<file path="src/rtl/axi_burst_master_pkg.sv">
// Shared types and constants for the AXI4 write-then-read-back burst master.
// Burst geometry, response codes and the per-beat data pattern live here.
package axi_burst_master_pkg;

    typedef enum logic [2:0] {
        IDLE,
        WADDR,
        WDATA,
        WRESP,
        RADDR,
        RDATA,
        FIN
    } state_t;

    localparam int BURST_LEN = 8;
    localparam logic [2:0] LAST_BEAT = 3'(BURST_LEN - 1);
    localparam logic [7:0] AXLEN = 8'(BURST_LEN - 1);
    localparam logic [1:0] RESP_OKAY = 2'b00;

    // Top byte tags the run, low bits count beats from 1.
    function automatic logic [31:0] beat_word(
        input logic [7:0] run,
        input logic [2:0] beat
    );
        return {run, 24'(beat) + 24'd1};
    endfunction

endpackage

</file>
<file path="src/rtl/axi_burst_master.sv">
// AXI4 master: one 8-beat INCR write burst, then reads it back and compares.
// All interface outputs come straight from flops; ERROR is sticky per run.
module axi_burst_master
    import axi_burst_master_pkg::*;
#(
    parameter int C_M_AXI_ADDR_WIDTH = 32,
    parameter logic [C_M_AXI_ADDR_WIDTH-1:0] C_M_TARGET_BASE_ADDR = '0
) (
    input  logic                          ACLK,
    input  logic                          ARESET,
    input  logic                          START,
    output logic                          DONE,
    output logic                          ERROR,
    output logic [C_M_AXI_ADDR_WIDTH-1:0] M_AXI_AWADDR,
    output logic [7:0]                    M_AXI_AWLEN,
    output logic                          M_AXI_AWVALID,
    input  logic                          M_AXI_AWREADY,
    output logic [31:0]                   M_AXI_WDATA,
    output logic [3:0]                    M_AXI_WSTRB,
    output logic                          M_AXI_WLAST,
    output logic                          M_AXI_WVALID,
    input  logic                          M_AXI_WREADY,
    input  logic [1:0]                    M_AXI_BRESP,
    input  logic                          M_AXI_BVALID,
    output logic                          M_AXI_BREADY,
    output logic [C_M_AXI_ADDR_WIDTH-1:0] M_AXI_ARADDR,
    output logic [7:0]                    M_AXI_ARLEN,
    output logic                          M_AXI_ARVALID,
    input  logic                          M_AXI_ARREADY,
    input  logic [31:0]                   M_AXI_RDATA,
    input  logic [1:0]                    M_AXI_RRESP,
    input  logic                          M_AXI_RLAST,
    input  logic                          M_AXI_RVALID,
    output logic                          M_AXI_RREADY
);

    state_t      state;
    logic [7:0]  run_cnt;
    logic [2:0]  beat;
    logic        done_q;
    logic        error_q;
    logic        awvalid_q;
    logic        wvalid_q;
    logic        wlast_q;
    logic [31:0] wdata_q;
    logic        bready_q;
    logic        arvalid_q;
    logic        rready_q;

    logic        rd_bad;

    assign M_AXI_AWADDR  = C_M_TARGET_BASE_ADDR;
    assign M_AXI_ARADDR  = C_M_TARGET_BASE_ADDR;
    assign M_AXI_AWLEN   = AXLEN;
    assign M_AXI_ARLEN   = AXLEN;
    assign M_AXI_WSTRB   = 4'hF;
    assign M_AXI_AWVALID = awvalid_q;
    assign M_AXI_WVALID  = wvalid_q;
    assign M_AXI_WLAST   = wlast_q;
    assign M_AXI_WDATA   = wdata_q;
    assign M_AXI_BREADY  = bready_q;
    assign M_AXI_ARVALID = arvalid_q;
    assign M_AXI_RREADY  = rready_q;
    assign DONE          = done_q;
    assign ERROR         = error_q;

    // A read beat is bad on data, response or a misplaced/missing RLAST.
    assign rd_bad = (M_AXI_RDATA != beat_word(run_cnt, beat))
                 || (M_AXI_RRESP != RESP_OKAY)
                 || (M_AXI_RLAST != (beat == LAST_BEAT));

    always_ff @(posedge ACLK) begin
        if (ARESET) begin
            state     <= IDLE;
            run_cnt   <= '0;
            beat      <= '0;
            done_q    <= 1'b0;
            error_q   <= 1'b0;
            awvalid_q <= 1'b0;
            wvalid_q  <= 1'b0;
            wlast_q   <= 1'b0;
            wdata_q   <= '0;
            bready_q  <= 1'b0;
            arvalid_q <= 1'b0;
            rready_q  <= 1'b0;
        end else begin
            done_q <= 1'b0;
            unique case (state)
                IDLE: begin
                    if (START) begin
                        error_q   <= 1'b0;
                        beat      <= '0;
                        awvalid_q <= 1'b1;
                        state     <= WADDR;
                    end
                end
                WADDR: begin
                    if (M_AXI_AWREADY) begin
                        awvalid_q <= 1'b0;
                        wvalid_q  <= 1'b1;
                        wdata_q   <= beat_word(run_cnt, 3'd0);
                        wlast_q   <= 1'b0;
                        state     <= WDATA;
                    end
                end
                WDATA: begin
                    if (M_AXI_WREADY) begin
                        if (beat == LAST_BEAT) begin
                            wvalid_q <= 1'b0;
                            wlast_q  <= 1'b0;
                            bready_q <= 1'b1;
                            beat     <= '0;
                            state    <= WRESP;
                        end else begin
                            beat    <= beat + 3'd1;
                            wdata_q <= beat_word(run_cnt, beat + 3'd1);
                            wlast_q <= (beat + 3'd1 == LAST_BEAT);
                        end
                    end
                end
                WRESP: begin
                    if (M_AXI_BVALID) begin
                        if (M_AXI_BRESP != RESP_OKAY) begin
                            error_q <= 1'b1;
                        end
                        bready_q  <= 1'b0;
                        arvalid_q <= 1'b1;
                        state     <= RADDR;
                    end
                end
                RADDR: begin
                    if (M_AXI_ARREADY) begin
                        arvalid_q <= 1'b0;
                        rready_q  <= 1'b1;
                        beat      <= '0;
                        state     <= RDATA;
                    end
                end
                RDATA: begin
                    if (M_AXI_RVALID) begin
                        if (rd_bad) begin
                            error_q <= 1'b1;
                        end
                        if (beat == LAST_BEAT) begin
                            rready_q <= 1'b0;
                            beat     <= '0;
                            done_q   <= 1'b1;
                            state    <= FIN;
                        end else begin
                            beat <= beat + 3'd1;
                        end
                    end
                end
                FIN: begin
                    run_cnt <= run_cnt + 8'd1;
                    state   <= IDLE;
                end
                default: begin
                    state <= IDLE;
                end
            endcase
        end
    end

endmodule
</file>
<file path="config.mk">
export PLATFORM = sky130hd
export DESIGN_NAME = axi_burst_master
export DESIGN_NICKNAME = d
export VERILOG_FILES = /design/src/rtl/axi_burst_master_pkg.sv /design/src/rtl/axi_burst_master.sv
export SDC_FILE = /design/constraint.sdc
export NUM_CORES = 1
export LEC_CHECK = 0
export BUFFER_PORTS_ARGS = -buffer_cell sky130_fd_sc_hd__clkbuf_2
export CAP_MARGIN = 20
export CORE_ASPECT_RATIO = 1.2
export CORE_MARGIN = 2
export CORE_UTILIZATION = 40
export CTS_BUF_LIST = sky130_fd_sc_hd__clkbuf_4
export CTS_CLUSTER_DIAMETER = 120
export DETAILED_ROUTE_END_ITERATION = 8
export PLACE_DENSITY_LB_ADDON = 0.15
export REMOVE_ABC_BUFFERS = 1
export SKIP_CTS_REPAIR_TIMING = 1
export SYNTH_ARGS = -nofsm -noshare
export SYNTH_HDL_FRONTEND = slang
export SYNTH_SLANG_ARGS = --single-unit
</file>
<file path="constraint.sdc">
create_clock -name ACLK -period 1.7 [get_ports ACLK]
set_input_delay 0.34 -clock ACLK [delete_from_list [all_inputs] [get_ports ACLK]]
set_output_delay 0.34 -clock ACLK [all_outputs]
set_load 0.02 [all_outputs]
</file>
==> impl_results.md, run 1 <==
- Post-DR wirelength/cell: roughly 12 um
- Global-route wire length before repair: roughly 9000 um
- Worst Setup End Kind: flop
- Top cell types by occurrence after synthesis: buf_4 (107), dfxtp_1 (34), nor2_1 (33)
- Final GP Congestion: 0.8157
- P_leak: 1.471 nW
- Top cells by area, synth: buf_4 (30%), dfxtp_1 (25%), xor2_1 (5.5%), nor2_1 (4.6%), mux2i_1 (3.7%)
- CP Launch Type: flop
- Setup tns final: 0 ns
- CP max stage cell: dfxtp_4
- CTS tree: built
- Avg Cell Area, Syn: between 8 and 9 um^2
- Placement Setup Slack: -0.1366 ns
- Clock H-tree levels: 2
- Die W: ~79 um
- Final worst setup slack: around 0.064 ns
- Register area share after synthesis: 25.16%
- Post-Route WL: a little under 6000 um
- Via count: around 2100
- Worst Hold Path EP: DONE
- Syn Inst Count: roughly 330
- Tot Pwr: 1.749 mW
- CP max FO: 2
- Gate power share: between 20 and 30%
- Critical Path AT: 1.87 ns
- Post-DP Area: between 2000 and 3000 um^2
- Final hold viol count: 0
- Largest net degree at the start of global routing: 19
- N_diodes: 0
- Reg2reg setup slack: ~0.064 ns
- Fin. max-slew vios: 0
- CP required: between 1.5 and 2 ns
- Vias per inst: between 4 and 5
- Detailed-route DRC error count: 0
- Grt total ovfl: 0
- Worst-path cell chain: ha_4 > ha_4 > xor2_1 > nor4_1 > and4_1 > a21oi_1 > nand3b_1
- Reg2reg start: beat[0]
- Initial antenna violation count: 0
- Highest Signal Layer: met4
- Starting Density: 41.71%
- CTS max path bufs: 2
- DR iter-0 viols: 98
- Top Ports: around 170
- Tmin final: roughly 1.6 ns
- CP dominant cell by count: ha_4
- CP top delay family: simple AND/OR/NAND/NOR gates
- Outcome: complete, no violations
- R2R cell count: 7
- Synth top area share: just under 30%
- Fmax: 611.3 MHz
- Layout area overhead: 7.493%
- Switch Pwr: 0.6496 mW
- Vias in the first global route: 1820
- RSZ-0062 raised after global routing: yes
- PortBufs: 64
- Core ar.: ~6500 um^2
- Die height: between 90 and 100 um
- Count of different cell masters after synthesis: between 40 and 50
- Setup CP Type: flop to flop
- Power Internal: between 1 and 1.5 mW
- Yosys warns: 0
- Cts bufs inserted: 5
- Routed Antenna Nets: 0
- Skew final: 0.01808 ns
- Max cap viols: 0
- Synth Register Bits: 34
- HPWL after DPL: approximately 4700 um
- Netlist Area Pre-Place: 2705 um^2
- Nets@finish: ~450
- Die area: around 7400 um^2
- Number of placement rows: 32
- Most common cell in the netlist: buf_4
- Crit-path max cell delay: 0.37 ns
- Worst Hold Depth: 3
- Share of cells above drive strength 1: about 27%
- Reg power frac: 47.5%
- Commonest register cell after synthesis: dfxtp_1
- Drt first pass iters: 4
- DR WL met3: between 400 and 500 um
- Root Buffer: clkbuf_4
- Tcrit/Tclk final: a little over nine tenths
- Clock power share: around a quarter
- Clk_lat worst skew: 0.34 ns
- Buffers & Inverters on Critical Path: 0
- Post-synthesis async set-or-reset flop share: 0%
- Met1 WL: 2189 um
- Clk sinks: 34
- Min-Delay Path Class: input pin to flop
- Sw Ratio: a little under two fifths
- Worst VDD drop: between 0.4 and 0.5 mV
- Design area: between 2000 and 3000 um^2
- Worst-path clk slew: around 0.12 ns
- EDFF count, synth: 0
- Leading area contributor after synthesis: buf_4
- HP Start: M_AXI_RVALID
- Final setup vio count: 0
- Met2 routed WL: approximately 3000 um
- PD cells: between 600 and 700 nW/um^2
- Total track usage: 15.13%
- Worst r2r dst: ERROR
-- cells in the final DEF, fill, tap and decap left out, drive strengths merged, types with 2 or more instances in the layout --
cell type / count
a211oi: 3
a21oi: 18
a31oi: 2
a32oi: 4
and3: 2
and3b: 2
buf: 20
clkbuf: 69
clkinv: 3
conb: 104
dfxtp: 34
ha: 5
inv: 2
mux2i: 10
nand2: 13
nand2b: 7
nand3: 5
nand3b: 4
nand4: 5
nand4b: 3
nor2: 35
nor2b: 2
nor3: 3
nor3b: 2
nor4: 7
o21ai: 5
or3: 2
xnor2: 4
xor2: 17
-- sequential cells by signal, summed over array words and instances (netlist names) --
signal / count
run_cnt: 8
beat: 3
state: 3
M_AXI_ARVALID: 1
DONE: 1
M_AXI_AWVALID: 1
M_AXI_RREADY: 1
M_AXI_WVALID: 1
M_AXI_WLAST: 1
ERROR: 1
M_AXI_BREADY: 1
M_AXI_WDATA: 12
-- power groups by stage --
| stage | sequential, mW | clock, mW | combinational [mW] |
|---|---|---|---|
| finish | 0.831 | 0.428 | 0.490 |
| global route | 0.833 | 0.486 | 0.536 |
| CTS | 0.830 | 0.450 | 0.486 |
| detailed placement | 0.848 | 0 | 0.485 |
| global placement | 0.848 | 0 | 0.484 |
| floorplan | 0.864 | 0 | 0.319 |
-- kinds of logic (layout without fill, tap and decap cells) --
logic type / after synthesis / in the layout / share of synthesized area, %
AOI/OAI and AO/OA: 36 / 36 / 8.973
xor gates and xnor gates: 21 / 21 / 6.799
adders and majority gates: 5 / 5 / 2.313
buffers and inverters: 121 / 94 / 32.65
DFF: 34 / 34 / 25.16
muxes: 11 / 11 / 4.117
other: 2 / 104 / 0.2776
and+or+nand+nor: 97 / 97 / 19.70
-- area by class of cell --
type                       instances  area [um^2]
fill                             679         3578
multi-input combinational        274         1569
sequential                        34        689.4
timing repair buffer              84        486.7
tap                               85        106.4
clock buffer                       5        37.54
clock inverter                     3        11.26
inverter                           2        7.507
-- through the flow --
step,hold WS [ns],utilization (%),instances
2_1_floorplan,0.4091,-,310
3_3_place_gp,0.4498,43.19,479
3_5_place_dp,0.4587,43.19,479
4_1_cts,0.3112,43.94,487
5_1_grt,0.3131,44.83,487
6_report,0.3166,44.83,487
-- worst register-to-register path: cells and delay by family (launching register included) --
family,cells,cell delay (ns)
and+or+nand+nor,3,0.58
xor gates and xnor gates,1,0.14
adders and majority gates,2,0.37
AOI/OAI and AO/OA,1,0.07
DFF,1,0.37
-- routing by layer --
metal | vias up | track usage (%)
li1 | 1028 | -
met1 | 934 | 16.87
met2 | 105 | 28.04
met3 | 8 | 3.750
met4 | 0 | 4.454
met5 | - | 0
-- worst max-delay path by stage --
stage                     endpoint     from  cells after the start  slack (ns)
final                        ERROR  beat[0]                      7        0.06
after CTS                    ERROR  beat[0]                      7       -0.15
after floorplan              ERROR  beat[0]                      7       -0.09
after detailed placement     ERROR  beat[0]                      7       -0.14
after global routing         ERROR  beat[0]                      7       -0.02
after global placement       ERROR  beat[0]                      7       -0.04
Note: power is estimated with default switching activity, not from simulation.
==> run 2: changes to the inputs <==
--- a/config.mk
+++ b/config.mk
@@ -9,8 +9,8 @@
 export CAP_MARGIN = 20
 export CORE_ASPECT_RATIO = 1.2
 export CORE_MARGIN = 2
-export CORE_UTILIZATION = 40
-export CTS_BUF_LIST = sky130_fd_sc_hd__clkbuf_4
+export CORE_UTILIZATION = 44
+export CTS_BUF_LIST = sky130_fd_sc_hd__clkbuf_16
 export CTS_CLUSTER_DIAMETER = 120
 export DETAILED_ROUTE_END_ITERATION = 8
 export PLACE_DENSITY_LB_ADDON = 0.15
==> constraint.sdc (replaced) <==
create_clock -name ACLK -period 1.63 [get_ports ACLK]
set_input_delay 0.326 -clock ACLK [delete_from_list [all_inputs] [get_ports ACLK]]
set_output_delay 0.326 -clock ACLK [all_outputs]
set_load 0.02 [all_outputs]
==> run 2 against run 1 <==
  * Fmax grew 2.2%
  * Clock skew shrank 0.012 ns
  * First-iteration DRC count shrank 27%
  * Largest cell class unchanged
  * Count of clock-buffer cells in the layout is the same
  * Setup slack lost 0.035 ns
  * Cell area grew 5.1%
  * Total power grew 31%
  * Flip-flop and latch count is the same
  * Sequential share of layout area shrank 1.3 points
  * Critical path depth is the same
  * Register-to-register slack lost 0.03 ns
==> impl_results.md, run 2 (synthesis gave the netlist of run 1 again) <==
- Worst Setup SP: beat[1]
- Final worst setup slack: 0.02942 ns (-0.03479 ns)
- Reg2reg start: beat[1]
- Top Ports: 169 (unchanged)
- Critical Path AT: 1.76 ns (-0.11 ns)
- Clk sinks: 34 (unchanged)
- Placement Setup Slack: -0.2158 ns (-0.07921 ns)
- Clock H-tree levels: 2 (unchanged)
- Fin. max-slew vios: 0 (unchanged)
- PortBufs: 64 (unchanged)
- Initial antenna violation count: 0 (unchanged)
- Die height: 89.89 um (-4.5%)
- Placed cell count: 485 (+1.3%)
- Crit-path max cell delay: 0.32 ns (-0.05 ns)
- Final setup vio count: 0 (unchanged)
- Cts bufs inserted: 5 (unchanged)
- CP required: 1.79 ns (-0.14 ns)
- P_leak: 1.565 nW (+6.3%)
- Setup tns final: 0 ns (unchanged)
- Min-Delay Path Class: input pin to flop
- Worst r2r dst: ERROR
- Post-Route WL: 5461 um (-6.4%)
- Drt first pass iters: 4 (unchanged)
- Layout area overhead: 13.00%
- RSZ-0062 raised after global routing: yes
- Worst VDD drop: 0.6186 mV (+53%)
- Outcome: complete, no violations
- Reg2reg setup slack: 0.03 ns (-0.03 ns)
- Worst-path clk slew: 0.05 ns (-0.07 ns)
- CTS max path bufs: 2 (unchanged)
- Post-DR wirelength/cell: 11.08 um (-7.5%)
- Worst-path cell chain: ha_2 > ha_4 > xor2_1 > nor4_2 > and4_1 > a21oi_1 > nand3b_1
- Worst Setup End Kind: flop
- Vias per inst: 4.249 (-0.26%)
- Design area: 3057 um^2 (+5.1%)
- Fmax: 624.8 MHz (+2.2%)
- Number of placement rows: 31 (-3.1%)
- Nets@finish: 460 (+2.0%)
- Total track usage: 16.09% (+0.95 points)
- Grt total ovfl: 0 (unchanged)
- Final GP Congestion: 0.8019 (-1.7%)
- Setup CP Type: flop to flop
- Tmin final: 1.601 ns (-0.03521 ns)
- Largest net degree at the start of global routing: 17 (-2)
- Starting Density: 45.29% (+3.6 points)
- Tcrit/Tclk final: 98.20% (+2.0 points)
- PD cells: 750.5 nW/um^2 (+25%)
- Max cap viols: 0 (unchanged)
- Skew final: 0.005771 ns (-0.01231 ns)
- Worst Hold Slack: 0.3683 ns (+0.05169 ns)
- CP max FO: 2 (unchanged)
- CTS tree: built
- Clk_lat worst skew: 0.28 ns (-0.06 ns)
- HPWL after DPL: 4449 um (-6.0%)
- Core ar.: 5973 um^2 (-7.9%)
- Detailed-route DRC error count: 0 (unchanged)
- Most frequent cells in the layout: conb_1 (104), clkbuf_2 (64), nor2_1 (32)
- Most common cell after layout, fill and taps aside: conb_1
- Vias in the first global route: 1857 (+2.0%)
- Global-route wire length before repair: 8493 um (-2.9%)
- Root Buffer: clkbuf_16
- Die area: 6793 um^2 (-8.7%)
- Final hold viol count: 0 (unchanged)
- N_diodes: 0 (unchanged)
- R2R cell count: 7 (unchanged)
- Number of flip-flops in the largest register: 12 (unchanged)
- Routed Antenna Nets: 0 (unchanged)
- Share of cells above drive strength 1: 29.44% (+2.1 points)
- CP endpoint: ERROR
- Via count: 2095 (+0.96%)
- Post-DP Area: 2853 um^2 (+1.8%)
- CP max stage cell: dfxtp_2
- CP Launch Type: flop
- DR iter-0 viols: 72 (-27%)
- Final cell count without fillers: 493 (+1.2%)
- Die W: 75.58 um (-4.4%)
## run 2: changes by cell type in the layout (fill, tap and decap cells not counted), sizes merged
cell,before,now
inv,2,3
buf,20,29
clkinv,3,2
## run 2: layer usage
layer | global-route usage [%] | vias up | wire (um)
li1 | - | 1045 | -
met1 | 17.57 | 933 | 2097
met2 | 28.91 | 109 | 2789
met3 | 4.933 | 8 | 489
met4 | 4.386 | 0 | 84
met5 | 0 | - | 0
## run 2: power by group
part | internal (mW) | switching, mW
clock network | 0.552 | 0.349
registers | 0.847 | 0.0162
logic | 0.156 | 0.374
total | 1.55 | 0.739
## run 2: how the worst min path moves through the flow
| stage | from | end | slack, ns | cells after the start |
|---|---|---|---|---|
| after global routing | M_AXI_RVALID | DONE | 0.40 | 3 |
| after global placement | M_AXI_WDATA[3] | M_AXI_WDATA[3] | 0.44 | 2 |
| after floorplan | ARESET | M_AXI_WDATA[3] | 0.40 | 1 |
| after CTS | M_AXI_RVALID | DONE | 0.37 | 3 |
| final | M_AXI_RVALID | DONE | 0.37 | 3 |
| after detailed placement | M_AXI_WDATA[3] | M_AXI_WDATA[3] | 0.45 | 2 |
## run 2: final cells by class
cell class | count | area (um^2)
clock inverter | 3 | 12.51
multi-input combinational | 274 | 1587
timing repair buffer | 93 | 538.0
inverter | 2 | 7.507
clock buffer | 5 | 125.1
fill | 584 | 2917
sequential | 34 | 684.4
tap | 82 | 102.6
## run 2: stage by stage
| step | power, mW | utilization [%] |
|---|---|---|
| after floorplan | 1.234 | - |
| final | 2.294 | 51.17 |
| after global placement | 1.393 | 47.76 |
| after global routing | 2.403 | 51.17 |
| after detailed placement | 1.392 | 47.76 |
| after CTS | 2.302 | 50.06 |
## run 2: worst max-delay path, delay by kind of cell (launching register included)
kind	cells	cell delay, ns
adders and majority gates	2	0.35
and+or+nand+nor	3	0.60
AOI/OAI and AO/OA	1	0.06
xor gates and xnor gates	1	0.16
DFF	1	0.32
==> run 3: changes to the inputs <==
--- a/config.mk
+++ b/config.mk
@@ -5,7 +5,8 @@
 export SDC_FILE = /design/constraint.sdc
 export NUM_CORES = 1
 export LEC_CHECK = 0
-export BUFFER_PORTS_ARGS = -buffer_cell sky130_fd_sc_hd__clkbuf_2
+export ABC_CLOCK_PERIOD_IN_PS = 1630
+export BUFFER_PORTS_ARGS = -buffer_cell sky130_fd_sc_hd__buf_2
 export CAP_MARGIN = 20
 export CORE_ASPECT_RATIO = 1.2
 export CORE_MARGIN = 2
==> run 3 against run 2 <==
  * Clock power rose by 18%
  * Highest routed layer unchanged
  * Clock skew fell by 0.00071 ns
  * Total power rose by 6.4%
  * Critical path type unchanged
  * Critical endpoint unchanged
  * Sequential share of layout area fell by 0.18 points
==> impl_results.md, run 3 (synthesis gave the netlist of run 1 again) <==
- Most common cell after layout, fill and taps aside: conb_1
- Nets@finish: 461 (+0.22%)
- Largest net degree at the start of global routing: 24 (+7)
- Top Ports: 169 (unchanged)
- Post-DP Area: 2838 um^2 (-0.53%)
- Detailed-route DRC error count: 0 (unchanged)
- Root Buffer: clkbuf_16
- CP dominant cell by count: ha_4
- Worst-path clk slew: 0.06 ns (about the same)
- Most frequent cells in the layout: conb_1 (104), buf_2 (64), nor2_1 (32)
- Worst Hold Depth: 3 (unchanged)
- HPWL after DPL: 4390 um (-1.3%)
- Max cap viols: 0 (unchanged)
- Fmax: 628.4 MHz (+0.58%)
- Post-Route WL: 5538 um (+1.4%)
- Reg2reg start: beat[0]
- Final setup vio count: 0 (unchanged)
- Vias per inst: 4.279 (+0.70%)
- Core ar.: 5973 um^2 (unchanged)
- Layout fillers: 587 (+0.51%)
- DR iter-0 viols: 102 (+42%)
- Worst Setup End Kind: flop
- Number of placement rows: 31 (unchanged)
- Critical Path AT: 1.75 ns (about the same)
- Vias in the first global route: 1819 (-2.0%)
- P_leak: 1.588 nW (+1.5%)
- Starting Density: 45.29% (unchanged)
- Die area: 6793 um^2 (unchanged)
- Worst Setup SP: beat[0]
- Clock H-tree levels: 2 (unchanged)
- PD cells: 792.1 nW/um^2 (+5.5%)
- Skew final: 0.005058 ns (-0.0007127 ns)
- Die height: 89.89 um (unchanged)
- Reg2reg setup slack: 0.04 ns (about the same)
- Clk_lat worst skew: 0.28 ns (about the same)
- R2R cell count: 7 (unchanged)
- CP max stage cell: dfxtp_2
- Min-Delay Path Class: input pin to flop
- Clk sinks: 34 (unchanged)
- Design area: 3082 um^2 (+0.82%)
- CP Launch Type: flop
- N_diodes: 0 (unchanged)
- Outcome: complete, no violations
- RSZ-0062 raised after global routing: yes
- CTS tree: built
- Total track usage: 15.46% (-0.63 points)
- Post-DR wirelength/cell: 11.21 um (+1.2%)
- Worst-path cell chain: ha_4 > ha_4 > xor2_1 > nor4_1 > and4_2 > a21oi_2 > nand3b_1
- Crit-path max cell delay: 0.33 ns (about the same)
- Via count: 2114 (+0.91%)
- Placement Setup Slack: -0.1610 ns (+0.05481 ns)
- Final cell count without fillers: 494 (+0.20%)
- Placed cell count: 483 (-0.41%)
- Worst r2r dst: ERROR
- Setup CP Type: flop to flop
- Final worst setup slack: 0.03869 ns (+0.009273 ns)
- Tot Pwr: 2.441 mW (+6.4%)
- Tmin final: 1.591 ns (-0.009273 ns)
- Share of cells above drive strength 1: 29.61% (+0.17 points)
- PortBufs: 64 (unchanged)
- Worst VDD drop: 0.4082 mV (-34%)
- Fin. max-slew vios: 0 (unchanged)
- Routed Antenna Nets: 0 (unchanged)
- CP endpoint: ERROR
- Initial antenna violation count: 0 (unchanged)
- CTS max path bufs: 2 (unchanged)
- Layout area overhead: 13.92%
- CP required: 1.79 ns (about the same)
- Final hold viol count: 0 (unchanged)
- Grt total ovfl: 0 (unchanged)
- Final GP Congestion: 0.7946 (-0.91%)
- Tcrit/Tclk final: 97.63% (-0.57 points)
- Die W: 75.58 um (unchanged)
- Global-route wire length before repair: 8286 um (-2.4%)
- Drt first pass iters: 4 (unchanged)
- Number of flip-flops in the largest register: 12 (unchanged)
- CP max FO: 2 (unchanged)
- Cts bufs inserted: 5 (unchanged)
==> run 3: power by group <==
part	switching (mW)	leakage (nW)	total, mW	internal [mW]
combinational	0.367	1.23	0.518	0.150
sequential	0.0175	0.276	0.864	0.847
clock	0.349	0.0864	1.06	0.710
==> run 3: metrics by stage <==
| stage | hold slack (ns) | TNS, ns | util [%] |
|---|---|---|---|
| floorplan | 0.3951 | -0.1850 | - |
| global placement | 0.4435 | -0.1434 | 47.51 |
| detailed placement | 0.4483 | -0.2730 | 47.51 |
| CTS | 0.3693 | -0.3979 | 50.23 |
| global route | 0.3702 | -0.06212 | 51.59 |
| finish | 0.3676 | 0 | 51.59 |
==> run 3: worst max-delay path, delay by kind of cell (launching register included) <==
| kind | cells | cell delay (ns) |
|---|---|---|
| adders and majority gates | 2 | 0.37 |
| DFF | 1 | 0.33 |
| AOI/OAI and AO/OA | 1 | 0.06 |
| and+or+nand+nor | 3 | 0.57 |
| xor gates and xnor gates | 1 | 0.14 |
==> run 3: layout make-up <==
class / count / area [um^2] / area share (%)
multi-input cells: 274 / 1575 / 51.12
flip-flops and latches: 34 / 684.4 / 22.21
repair buffers: 94 / 549.3 / 17.82
clock buffers: 5 / 125.1 / 4.060
well taps: 82 / 102.6 / 3.329
clock inverters: 3 / 37.54 / 1.218
inverters: 2 / 7.507 / 0.2436
==> run 3: how the worst min path moves through the flow <==
stage / startpoint / end / slack [ns]
6_report: M_AXI_RVALID / DONE / 0.37
5_1_grt: M_AXI_RVALID / DONE / 0.37
4_1_cts: M_AXI_RVALID / DONE / 0.37
3_5_place_dp: M_AXI_WDATA[3] / M_AXI_WDATA[3] / 0.45
3_3_place_gp: M_AXI_WDATA[3] / M_AXI_WDATA[3] / 0.44
2_1_floorplan: ARESET / M_AXI_WDATA[3] / 0.40
==> run 3: routing by layer <==
metal,global-route usage [%],routed length [um],vias to the layer above,part of all wire [%]
met5,0,0,-,0
met4,2.632,27,0,0.49
met3,3.700,442,4,8.0
met2,28.33,2867,105,52
met1,17.74,2200,956,40
li1,-,-,1049,-
